===== src/rtl/rear_light_pkg.sv =====
// Shared types and constants for the rear lamp duty sequencer.
package rear_light_pkg;

    localparam int DUTY_W = 10;

    localparam logic [DUTY_W-1:0] DUTY_FULL = 10'd1023;
    localparam logic [DUTY_W-1:0] DUTY_OFF  = 10'd0;

    typedef enum logic [2:0] {
        IDLE,
        BRAKE,
        FLASH_ON,
        FLASH_OFF,
        HAZ_ON,
        HAZ_OFF
    } light_state_t;

    function automatic int max_int(input int a, input int b);
        return (a > b) ? a : b;
    endfunction

endpackage


===== src/rtl/ms_tick_gen.sv =====
// Millisecond tick prescaler: one-clock tick every TICK_DIV clocks,
// realigned to zero whenever the sequencer changes state.
module ms_tick_gen #(
    parameter int TICK_DIV = 50000
) (
    input  logic c50M,
    input  logic reset,
    input  logic restart,
    output logic tick
);

    localparam int PW = (TICK_DIV > 1) ? $clog2(TICK_DIV) : 1;
    localparam logic [PW-1:0] LAST = PW'(TICK_DIV - 1);

    logic [PW-1:0] presc_q;
    logic [PW-1:0] presc_d;

    assign tick = (presc_q == LAST);

    // Count up, wrapping on the tick; a restart aligns the next phase to zero.
    always_comb begin
        presc_d = presc_q + PW'(1);
        if (restart || tick) begin
            presc_d = '0;
        end
    end

    // Prescaler register.
    always_ff @(posedge c50M) begin
        if (reset) begin
            presc_q <= '0;
        end else begin
            presc_q <= presc_d;
        end
    end

endmodule


===== src/rtl/rear_light_sequencer.sv =====
// Rear lamp duty sequencer: brake onset flash burst, hazard blink and
// dim tail level, driving the 10-bit PWM generator's duty input.
// Build option: define BRAKE_FLASH_EN to enable the brake onset flash burst;
// without it a brake press goes straight to steady full duty.
//
// state     | meaning
// ----------+-------------------------------------------------
// IDLE      | no brake/hazard activity, tail level (dim or off)
// BRAKE     | brake held, steady full duty
// FLASH_ON  | onset burst, lamp full
// FLASH_OFF | onset burst, lamp at tail level
// HAZ_ON    | hazard blink, lamp full
// HAZ_OFF   | hazard blink, lamp at tail level
module rear_light_sequencer
    import rear_light_pkg::*;
#(
    parameter int TICK_DIV    = 50000,
    parameter int FLASH_MS    = 100,
    parameter int FLASH_COUNT = 3,
    parameter int HAZARD_MS   = 500,
    parameter logic [DUTY_W-1:0] DIM_DUTY = 10'd31
) (
    input  logic              c50M,
    input  logic              reset,
    input  logic              brakeActive,
    input  logic              headLightActive,
    input  logic              hazardActive,
    output logic [DUTY_W-1:0] duty,
    output logic              flashActive
);

    if (FLASH_COUNT < 1 || FLASH_COUNT > 15 || FLASH_MS < 1 || HAZARD_MS < 1 || TICK_DIV < 2)
    begin : g_bad_cfg
        $error("rear_light_sequencer: illegal timing parameters");
    end

`ifdef BRAKE_FLASH_EN
    localparam int PH_MAX = max_int(FLASH_MS, HAZARD_MS);
`else
    localparam int PH_MAX = HAZARD_MS;
`endif
    localparam int PH_W = $clog2(PH_MAX + 1);
    localparam logic [PH_W-1:0] HAZ_LEN = PH_W'(HAZARD_MS);
`ifdef BRAKE_FLASH_EN
    localparam logic [PH_W-1:0] FLASH_LEN = PH_W'(FLASH_MS);
`endif

    // Synchronizer bit order: {brk, hl, haz}.
    logic [2:0] sync1_q, sync1_d;
    logic [2:0] sync2_q, sync2_d;
    logic       brk_dly_q, brk_dly_d;

    light_state_t      state_q, state_d;
    logic [PH_W-1:0]   phase_q, phase_d;
    logic [DUTY_W-1:0] duty_q, duty_d;
`ifdef BRAKE_FLASH_EN
    logic [3:0]        flash_cnt_q, flash_cnt_d;
    logic              flash_q, flash_d;
`endif

    logic            brk, hl, haz;
    logic            brk_rise;
    logic            tick;
    logic            restart;
    logic            timed;
    logic            expire;
    logic [PH_W-1:0] cur_len;

    assign brk      = sync2_q[2];
    assign hl       = sync2_q[1];
    assign haz      = sync2_q[0];
    assign brk_rise = brk & ~brk_dly_q;

    ms_tick_gen #(
        .TICK_DIV (TICK_DIV)
    ) u_ms_tick_gen (
        .c50M    (c50M),
        .reset   (reset),
        .restart (restart),
        .tick    (tick)
    );

    // Two-flop synchronizers plus one extra brake stage for edge detection.
    always_comb begin
        sync1_d   = {brakeActive, headLightActive, hazardActive};
        sync2_d   = sync1_q;
        brk_dly_d = brk;
    end

    // Phase length of the current state and its expiry on a tick.
    always_comb begin
        cur_len = '0;
        timed   = 1'b0;
        unique case (state_q)
`ifdef BRAKE_FLASH_EN
            FLASH_ON, FLASH_OFF: begin
                cur_len = FLASH_LEN;
                timed   = 1'b1;
            end
`endif
            HAZ_ON, HAZ_OFF: begin
                cur_len = HAZ_LEN;
                timed   = 1'b1;
            end
            default: begin
                cur_len = '0;
                timed   = 1'b0;
            end
        endcase
        expire = timed && tick && ((phase_q + PH_W'(1)) == cur_len);
    end

    // Next-state, phase/flash counters and registered outputs derived from next state.
    always_comb begin
        state_d = state_q;
`ifdef BRAKE_FLASH_EN
        flash_cnt_d = flash_cnt_q;
`endif
        phase_d = '0;
        if (timed && tick) begin
            phase_d = phase_q + PH_W'(1);
        end else if (timed) begin
            phase_d = phase_q;
        end

        if (brk_rise) begin
`ifdef BRAKE_FLASH_EN
            state_d     = FLASH_ON;
            flash_cnt_d = '0;
`else
            state_d = BRAKE;
`endif
        end else if (!brk && (state_q inside {BRAKE, FLASH_ON, FLASH_OFF})) begin
            state_d = haz ? HAZ_ON : IDLE;
`ifdef BRAKE_FLASH_EN
            flash_cnt_d = '0;
`endif
        end else begin
            unique case (state_q)
`ifdef BRAKE_FLASH_EN
                FLASH_ON: begin
                    if (expire) begin
                        flash_cnt_d = flash_cnt_q + 4'd1;
                        state_d     = (flash_cnt_d == 4'(FLASH_COUNT)) ? BRAKE : FLASH_OFF;
                    end
                end
                FLASH_OFF: begin
                    if (expire) begin
                        state_d = FLASH_ON;
                    end
                end
`endif
                IDLE: begin
                    if (haz && !brk) begin
                        state_d = HAZ_ON;
                    end
                end
                BRAKE: begin
                    state_d = BRAKE;
                end
                HAZ_ON: begin
                    if (!haz) begin
                        state_d = IDLE;
                    end else if (expire) begin
                        state_d = HAZ_OFF;
                    end
                end
                HAZ_OFF: begin
                    if (!haz) begin
                        state_d = IDLE;
                    end else if (expire) begin
                        state_d = HAZ_ON;
                    end
                end
                default: begin
                    state_d = IDLE;
                end
            endcase
        end

        // Every transition starts a fresh phase so each phase is exactly length x TICK_DIV.
        restart = (state_d != state_q);
        if (restart) begin
            phase_d = '0;
        end

        duty_d = hl ? DIM_DUTY : DUTY_OFF;
        if (state_d inside {BRAKE, FLASH_ON, HAZ_ON}) begin
            duty_d = DUTY_FULL;
        end
`ifdef BRAKE_FLASH_EN
        flash_d = (state_d inside {FLASH_ON, FLASH_OFF});
`endif
    end

    // State, counters, synchronizers and output registers.
    always_ff @(posedge c50M) begin
        if (reset) begin
            sync1_q   <= '0;
            sync2_q   <= '0;
            brk_dly_q <= 1'b0;
            state_q   <= IDLE;
            phase_q   <= '0;
            duty_q    <= DUTY_OFF;
`ifdef BRAKE_FLASH_EN
            flash_cnt_q <= '0;
            flash_q     <= 1'b0;
`endif
        end else begin
            sync1_q   <= sync1_d;
            sync2_q   <= sync2_d;
            brk_dly_q <= brk_dly_d;
            state_q   <= state_d;
            phase_q   <= phase_d;
            duty_q    <= duty_d;
`ifdef BRAKE_FLASH_EN
            flash_cnt_q <= flash_cnt_d;
            flash_q     <= flash_d;
`endif
        end
    end

    assign duty = duty_q;
`ifdef BRAKE_FLASH_EN
    assign flashActive = flash_q;
`else
    assign flashActive = 1'b0;
`endif

endmodule


===== config.mk =====
export PLATFORM = sky130hd
export DESIGN_NAME = rear_light_sequencer
export DESIGN_NICKNAME = d
export VERILOG_FILES = /design/src/rtl/rear_light_pkg.sv /design/src/rtl/ms_tick_gen.sv /design/src/rtl/rear_light_sequencer.sv
export SDC_FILE = /design/constraint.sdc
export NUM_CORES = 1
export LEC_CHECK = 0
export ABC_AREA = 1
export CORE_ASPECT_RATIO = 0.7
export CORE_UTILIZATION = 55
export DETAILED_ROUTE_END_ITERATION = 7
export PLACE_DENSITY_LB_ADDON = 0.05
export SLEW_MARGIN = 15
export SYNTH_ARGS = -nofsm -noshare
export SYNTH_HDL_FRONTEND = slang
export SYNTH_SLANG_ARGS = --single-unit

===== constraint.sdc =====
create_clock -name c50M -period 2.7 [get_ports c50M]
set_input_delay 0.27 -clock c50M [delete_from_list [all_inputs] [get_ports c50M]]
set_output_delay 0.27 -clock c50M [all_outputs]
set_load 0.05 [all_outputs]

==> results of run 1 <==
sequential cells by signal, indices dropped and copies added (netlist names):
| name | cells |
|---|---|
| brk_dly_q | 1 |
| state_q | 3 |
| phase_q | 9 |
| duty | 2 |
| u_ms_tick_gen.presc_q | 16 |
| sync1_q | 3 |
| sync2_q | 3 |
critical path, cell delays in order (launching register included):
cell     delay (ps)
dfxtp_1         360
ha_1            240
nand2_2         110
inv_1            70
nor2_1          120
nand2_1          70
nor2_1          100
nand2_1          50
nor2_1          190
nand2_1         100
a21oi_2         140
nand2_2         100
nand3_2         110
nand4_4         300
nor2_1          180
routing by layer:
layer  wire length, µm  GRT usage  vias to the layer above  share of wire
li1                  -          -                      793              -
met1              1800      0.299                      623           0.57
met2              1190      0.267                       20           0.38
met3               111     0.0482                        7          0.035
met4                64     0.0900                        0          0.020
met5                 0          0                        -              0
cells by family after synthesis:
group / count (synthesis)
buffers and inverters: 50
flip-flops: 37
AO/OA/AOI/OAI: 16
other: 1
AND/OR/NAND/NOR: 130
adder cells (fa/ha/maj): 3
XOR/XNOR: 13
layout make-up:
cell class              count  area (µm²)  area share
clock inverters             1        7.51     0.00364
well taps                  38        47.5      0.0230
inverters                  39         146      0.0710
repair buffers             16         155      0.0752
multi-input cells         164         883       0.428
flip-flops and latches     37         741       0.359
clock buffers               6        82.6      0.0400
cell usage after synthesis (2+ instances only):
cell type / number
inv_1: 39
nand2_2: 5
nand4_1: 7
nand3_2: 2
a21oi_1: 6
ha_1: 3
nor2_2: 10
o21ai_0: 3
xor2_1: 12
buf_4: 9
dfxtp_1: 37
nor3_1: 7
nand3_1: 16
nand2_1: 37
nor2_1: 40
a22oi_1: 4
cells in the final DEF, fill, tap and decap left out:
cell type / Yosys / final
nand2_2: 5 / 5
o21ai_0: 3 / 3
nand4_4: 1 / 1
xnor2_1: 1 / 1
dfxtp_1: 37 / 37
clkbuf_8: 0 / 6
nand2_1: 37 / 37
nor3_2: 1 / 1
or2_4: 1 / 1
nand4_1: 7 / 7
nor3_1: 7 / 7
conb_1: 1 / 2
nand3_1: 16 / 16
nor2_1: 40 / 40
xor2_1: 12 / 12
or2_2: 1 / 1
a21oi_1: 6 / 6
a22oi_1: 4 / 4
nor2_2: 10 / 10
a211oi_1: 1 / 1
nor2_4: 1 / 1
clkinvlp_4: 0 / 1
buf_4: 9 / 2
ha_1: 3 / 3
clkdlybuf4s50_1: 0 / 14
nor4_1: 1 / 1
a21oi_2: 1 / 1
nand3_2: 2 / 2
inv_1: 39 / 39
o21a_1: 1 / 1
power breakdown:
part / switching, W / internal, W / total, W / leakage (nW)
Clock: 0.000185 / 0.000201 / 0.000387 / 0.0433
Combinational: 0.0000690 / 0.0000324 / 0.000101 / 0.425
Sequential: 0.00000596 / 0.000556 / 0.000562 / 0.300
Total: 0.000260 / 0.000789 / 0.00105 / 0.769
worst max-delay path by stage:
stage / start / cells after the start / endpoint
floorplan: phase_q[0] / 16 / u_ms_tick_gen.presc_q[2]
global placement: phase_q[0] / 16 / u_ms_tick_gen.presc_q[0]
detailed placement: phase_q[0] / 16 / u_ms_tick_gen.presc_q[0]
CTS: phase_q[0] / 16 / u_ms_tick_gen.presc_q[0]
global route: phase_q[1] / 13 / u_ms_tick_gen.presc_q[13]
finish: phase_q[0] / 14 / u_ms_tick_gen.presc_q[1]
per-stage QoR:
step                      utilization  power [W]  instance area (µm²)  std cells  setup slack [ps]
final                           0.651    0.00105                 2060        301               385
after global routing            0.651    0.00109                 2060        301               195
after CTS                       0.651    0.00106                 2060        301               398
after detailed placement        0.623   0.000675                 1970        294               433
after global placement          0.623   0.000675                 1970        294               463
after floorplan                     -   0.000657                 1850        251               763
==> qor.yml, run 1 <==
outcome: "finished with violations"
violations: "design-rule violations"
cts_buffer_depth: 2
whs_path_depth: 2
ios: 16
synth_top_cell_by_area: "dfxtp_1"
grt_max_degree: 17
io_buffer_count: 14
async_reset_ff_frac: 0
synth_ff_type: "dfxtp_1"
syn_area_per_cell_um2: 7.40
grt_usage: 0.200
detailed_place_hpwl_um: 2330
vias: 1443
synthDistinctLibCells: 29
skew_ps: 3.84
final.fill_count: 284
wl_per_cell_um: 10.5
ys_seq_area_frac: 0.401
fin_crit_sh: 0.857
gp_congestion: 0.774
finalSetupTns_ps: 0
cts_sinks: 37
dieArea_um2: 3600
synthSimpleGateAreaFrac: 0.338
yosys.area_share.adder: 0.0203
wl_um: 3170
r2r_slack_ps: 380
synth_top_family_by_area: "simple AND/OR/NAND/NOR gates"
synthMuxAreaShare: 0
synth_area_um2: 1850
drc: 1
antenna_cells: 0
synth_edf_count: 0
grt_overflow_total: 0
worst_setup_path_start_kind: "flip-flop"
r2r_end: "u_ms_tick_gen.presc_q[1]"
cts_buffers: 5
crit_type: "flip-flop to flip-flop"
syn_to_final_growth_pct: 11.6
die_h_um: 50.5
post_cts_resized: 0
synth-xor-area-share: 0.0616
cts_tree: "done"
antenna_found_initial: 0
hold_path_class: "flip-flop to flip-flop"
ctsHtreeMaxLevel: 2
cp-end-kind: "flip-flop"
reg2regPathDepth: 14
final-setup-viol-count: 0
ys_seq_elements: 37
p_leak_nw: 0.769
initial_core_util: 0.583
rsz0062_at_grt: "no"
synth-compound-area-share: 0.0535
synthCells: 250
min_to: "sync2_q[1]"
power_density_nw_per_um2: 509
fin_nets: 271
grt_pass1_wl_um: 5460
arrival_ps: 2530
dr.pass1.iters: 6
tightestPinTransition_ps: 552
rr_startpoint: "phase_q[0]"
maxCapViolations: 0
detail-route-antenna-nets: 0
whs_ps: 402
fp.dieW_um: 71.3
drive_gt1_frac: 0.122
cp_max_fo: 16
clock_latency_ps: 290
synth_area_leaders: "dfxtp_1, nor2_1, inv_1, nand2_1, xor2_1"
core-area_um2: 3170
vias_per_cell: 4.79
postCtsSetupBuffers: 0
hold_buffers: 0
cts_root_buffer: "clkbuf_8"
grt_pass1_vias: 1268
drtIter0Drc: 79
netlist.area_leader.share: 0.401
rows: 17
relSlewSlack: 0.630
hold_viol_final: 0
worstPathRequired_ps: 2920
max_freq_mhz: 432
hold_start: "sync1_q[1]"
ir_drop_v: 0.000340
ys_warn_count: 0
clk_pin_slew_ps: 70
slew_violations: 0
min_period_ps: 2320
Note: power is estimated with default switching activity, not from simulation.
==> run 2, diff against run 1 <==
CELL_PAD_IN_SITES_DETAIL_PLACEMENT = 1   (was not set)
CELL_PAD_IN_SITES_GLOBAL_PLACEMENT = 2   (was not set)
CORE_ASPECT_RATIO = not set   (was 0.7)
CORE_UTILIZATION = 33   (was 55)
SETUP_SLACK_MARGIN = 0.1   (was not set)
==> qor.yml, run 2 (same netlist as run 1, synthesis figures left out) <==
final_cell_mix: "nor2_1, inv_1, nand2_1, dfxtp_1, nand3_1"
switching_power_w: 0.000273
rows: 26
ir_drop_v: 0.000197
detailed_place_hpwl_um: 2870
arrival_ps: 2450
post_cts_resized: 0
grt_pass1_vias: 1457
detail-route-antenna-nets: 0
clk_pin_slew_ps: 80
p_clk_frac: 0.426
hold_path_class: "flip-flop to flip-flop"
crit_type: "flip-flop to flip-flop"
slew_violations: 0
initial_core_util: 0.353
relSlewSlack: 0.637
largest_reg_flops: 16
cts_buffer_depth: 2
rsz0062_at_grt: "no"
vias: 1493
antenna_found_initial: 0
cp_max_fo: 9
die_h_um: 76.9
p_int_w: 0.000893
cp-end-kind: "flip-flop"
clock_latency_ps: 280
largest-register: "u_ms_tick_gen.presc_q"
fin_nets: 273
cts_tree: "done"
ios: 16
final-setup-viol-count: 0
max_freq_mhz: 447
skew_ps: 7.09
postLayoutCoreUtil: 0.413
grt_overflow_total: 0
mostFrequentLayoutCell: "nor2_1"
grt_pass1_wl_um: 6610
power_switching_share: 0.234
dr.pass1.iters: 3
io_buffer_count: 14
drive_gt1_frac: 0.132
dieArea_um2: 5910
ctsHtreeMaxLevel: 2
hold_viol_final: 0
maxCapViolations: 0
p_seq_frac: 0.482
drc: 0
worst_setup_path_start_kind: "flip-flop"
tightestPinTransition_ps: 542
hold_buffers: 0
cts_root_buffer: "clkbuf_8"
cts_sinks: 37
reg_top3: "u_ms_tick_gen.presc_q: 16 flops, phase_q: 9 flops"
drtIter0Drc: 47
wl_per_cell_um: 11.3
p_leak_nw: 0.797
power_density_nw_per_um2: 539
grt_max_degree: 17
min_period_ps: 2240
outcome: "completed"
antenna_cells: 0
grt_usage: 0.142
core-area_um2: 5240
vias_per_cell: 4.44
fp.dieW_um: 76.9
worstPathRequired_ps: 2910
fin_crit_sh: 0.829
syn_to_final_growth_pct: 16.8
wl_um: 3790
combPwrFrac: 0.092
finalSetupTns_ps: 0
cts_buffers: 5
gp_congestion: 0.698
[run 2: path summary, 6_finish.rpt]
check,end,slack [ps],start,depth (start not counted)
worst max-delay path,phase_q[3],460,phase_q[0],16
worst min-delay path,sync2_q[0],410,sync1_q[0],2
worst max register to register,phase_q[3],460,phase_q[0],16
worst min register to register,sync2_q[0],410,sync1_q[0],2
[run 2: critical path, cell delays in order (launching register included)]
cell and delay (ps):
dfxtp_1 370, ha_1 250, nand2_2 110, inv_1 70, nor2_1 130, nand2_1 70, nor2_1 100, nand2_1 60
nor2_1 140, nand2_1 70, nand2_1 60, nand2_1 50, nand2_2 120, nand2_2 60, nand2_2 90, nand3_2 210
a21oi_1 210
[run 2: repair_timing]
item,4_1_cts,5_1_grt
endpoints found under the hold margin,0,0
setup endpoints to repair,0,1
buffers inserted,0,2
[run 2: area by class of cell]
type	instances	area, µm²
multi-input cells	164	883
repair buffers	18	183
flip-flops and latches	37	741
clock inverters	2	37.5
clock buffers	6	82.6
fillers	665	3080
inverters	39	146
well taps	70	87.6
[run 2: metrics by stage]
stage,hold slack (ps),setup slack (ps),power [W],cells,instance area [µm²]
final,406,461,0.00117,336,2160
after global routing,423,151,0.00122,336,2160
after CTS,409,377,0.00118,334,2130
after detailed placement,398,414,0.000678,326,2010
after global placement,394,380,0.000677,326,2010
after floorplan,377,763,0.000657,251,1850
[run 2: layer usage]
metal / routed length [µm] / global-route usage / vias to the layer above
li1: - / - / 799
met3: 76 / 0.0429 / 2
met4: 30 / 0.0519 / 0
met5: 0 / 0 / -
met1: 2010 / 0.187 / 682
met2: 1680 / 0.218 / 10
[run 2: power by group through the flow]
stage / sequential (W) / combinational (W) / clock [W]
6_report: 0.000561 / 0.000107 / 0.000497
5_1_grt: 0.000563 / 0.000115 / 0.000545
4_1_cts: 0.000562 / 0.000103 / 0.000520
3_5_place_dp: 0.000575 / 0.000103 / 0
3_3_place_gp: 0.000574 / 0.000103 / 0
2_1_floorplan: 0.000580 / 0.0000766 / 0
==> variant (settings of run 2) <==
`DUTY_W`: 10 -> 14.
--- a/src/rtl/rear_light_pkg.sv
+++ b/src/rtl/rear_light_pkg.sv
@@ -2,5 +2,5 @@
 package rear_light_pkg;
 
-    localparam int DUTY_W = 10;
+    localparam int DUTY_W = 14;
 
     localparam logic [DUTY_W-1:0] DUTY_FULL = 10'd1023;
Ports: changed (resized duty); port bits go from 16 to 20. The function was not compared with the original's and may differ.
==> variant against run 2 <==
- design area up 1.4%
- total power increased by 7.7%
- area after synthesis grew 1.6%
- final cell count rose by 1.5%
- wire length grew 3.7%
- worst setup slack better by 0.013 ns
- sequential cell count unchanged
- largest power group is now clock
==> variant: results (changes against run 2) <==
route:
  drt_pass1_iterations: 4  # +1
  via_per_inst: 4.48  # +0.78%
  totalWireLength_um: 3930  # +3.7%
  drtIter0Drc: 43  # -8.5%
clock_network:
  clock_latency_ns: 0.29
  clk_pin_slew_ns: 0.08  # about the same
  cts_root_buf: "clkbuf_8"
  htree_levels: 2  # unchanged
  cts.path.max_buffers: 2  # unchanged
  cts_made_buffers: 5  # unchanged
grt:
  grt_max_degree: 17  # unchanged
  first_global_vias: 1525  # +4.7%
  gr-usage-all-layers: 0.148  # +0.00556
  grt_pass1_wl_um: 6930  # +4.8%
  antenna_found_initial: 0  # unchanged
worst_hold_path:
  min_path_type: "flip-flop to flip-flop"
  min_from: "sync1_q[1]$_SDFF_PP0_"
  holdPathStages: 2  # unchanged
setup_path:
  critPathKind: "flip-flop to flip-flop"
  crit_arrival_ns: 2.46
  r2r_start: "phase_q[0]$_SDFFE_PP0P_"
  cp_max_fo: 16  # +7
  reg2regPathDepth: 17  # +1
timing:
  skew_ns: 0.00285  # -0.00424 ns
  tightest_slew_ns: 0.720  # +0.178 ns
logic_synthesis:
  yosys-top-cells-area: "dfxtp_1, nor2_1, inv_1"
  ys.warnings.count: 0  # unchanged
  async_reset_ff_frac: 0  # unchanged
  netlist_top_cells_count: "nor2_1, inv_1, dfxtp_1, nand2_1, nand3_1"
  yosysUniqueCellTypes: 29  # unchanged
  seq_area_frac_synth: 0.394  # -0.00640
cells_and_area:
  fillers: 690  # +3.8%
  top_regs: "u_ms_tick_gen.presc_q (16), phase_q (9)"
  antenna_cells: 0  # unchanged
  nNetsFinal: 276  # +1.1%
  drive_above_1_share: 0.126  # -0.00518
placed_design:
  post-dp-hpwl_um: 2930  # +2.1%
  io_buffers: 14  # unchanged
  place_congestion: 0.708  # +1.4%
  dpl_cell_area_um2: 2030  # +0.87%
status:
  run_status: "finished, final reports clean"
pwr:
  max-vdd-ir-drop_mv: 0.223  # +13%
  leakagePower_nw: 0.818  # +2.5%
-- variant: power by group --
| part | switching (W) | leakage (nW) | internal [W] |
|---|---|---|---|
| registers | 0.00000593 | 0.300 | 0.000555 |
| clock network | 0.000207 | 0.0681 | 0.000367 |
| logic | 0.0000828 | 0.449 | 0.0000367 |
-- variant: cells by family (layout without fill, tap and decap cells) --
| logic type | count (synthesis) | in the layout | synth area share |
|---|---|---|---|
| adders and majority gates | 3 | 3 | 0.0200 |
| AOI/OAI and AO/OA | 16 | 16 | 0.0526 |
| xor gates and xnor gates | 13 | 13 | 0.0606 |
| DFF | 37 | 37 | 0.394 |
| other | 1 | 6 | 0.00200 |
| and+or+nand+nor | 130 | 130 | 0.333 |
| buffers and inverters | 54 | 64 | 0.138 |
-- variant: layout make-up --
type                       instances  area (µm²)  area share
clock buffer                       5        68.8      0.0314
clock inverter                     3        65.1      0.0297
inverter                          39         146      0.0668
multi-input combinational        168         906       0.413
sequential                        37         741       0.338
tap                               72        90.1      0.0411
timing repair buffer              17         175      0.0799
-- variant: path summary, 6_finish.rpt --
path	end	slack [ns]
max	u_ms_tick_gen.presc_q[13]$_SDFF_PP0_	0.47
min	sync2_q[1]$_SDFF_PP0_	0.41
max reg2reg	u_ms_tick_gen.presc_q[13]$_SDFF_PP0_	0.47
min reg2reg	sync2_q[1]$_SDFF_PP0_	0.41
-- variant: stage by stage --
step / setup WS (ns) / instances / power (W) / hold slack, ns
2_1_floorplan: 0.763 / 259 / 0.000673 / 0.377
6_report: 0.474 / 341 / 0.00125 / 0.407
3_5_place_dp: 0.338 / 332 / 0.000689 / 0.403
3_3_place_gp: 0.337 / 332 / 0.000689 / 0.390
5_1_grt: 0.146 / 341 / 0.00131 / 0.433
4_1_cts: 0.302 / 340 / 0.00128 / 0.415
-- variant: what timing repair did --
item                       CTS  global route
setup buffers                0             1
gates resized for setup      0             1
setup endpoints to repair    0            17
-- variant: routing by layer --
metal  routed length, µm  global-route usage  share of wire
met1                1980               0.184           0.50
met2                1790               0.236           0.46
met3                  72              0.0282          0.018
met4                  89              0.0849          0.023
met5                   0                   0              0
-- variant: worst max-delay path, stage by stage (launching register included) --
cell     delay [ns]
dfxtp_1        0.37
ha_1           0.25
nand2_2        0.11
inv_1          0.08
nor2_1         0.13
nand2_1        0.06
nor2_1         0.10
nand2_1        0.06
nor2_1         0.16
nand2_1        0.07
nand2_1        0.06
nand2_1        0.06
nand2_2        0.13
nand2_2        0.06
nand2_2        0.10
nand4_4        0.09
buf_12         0.19
nor2_1         0.09
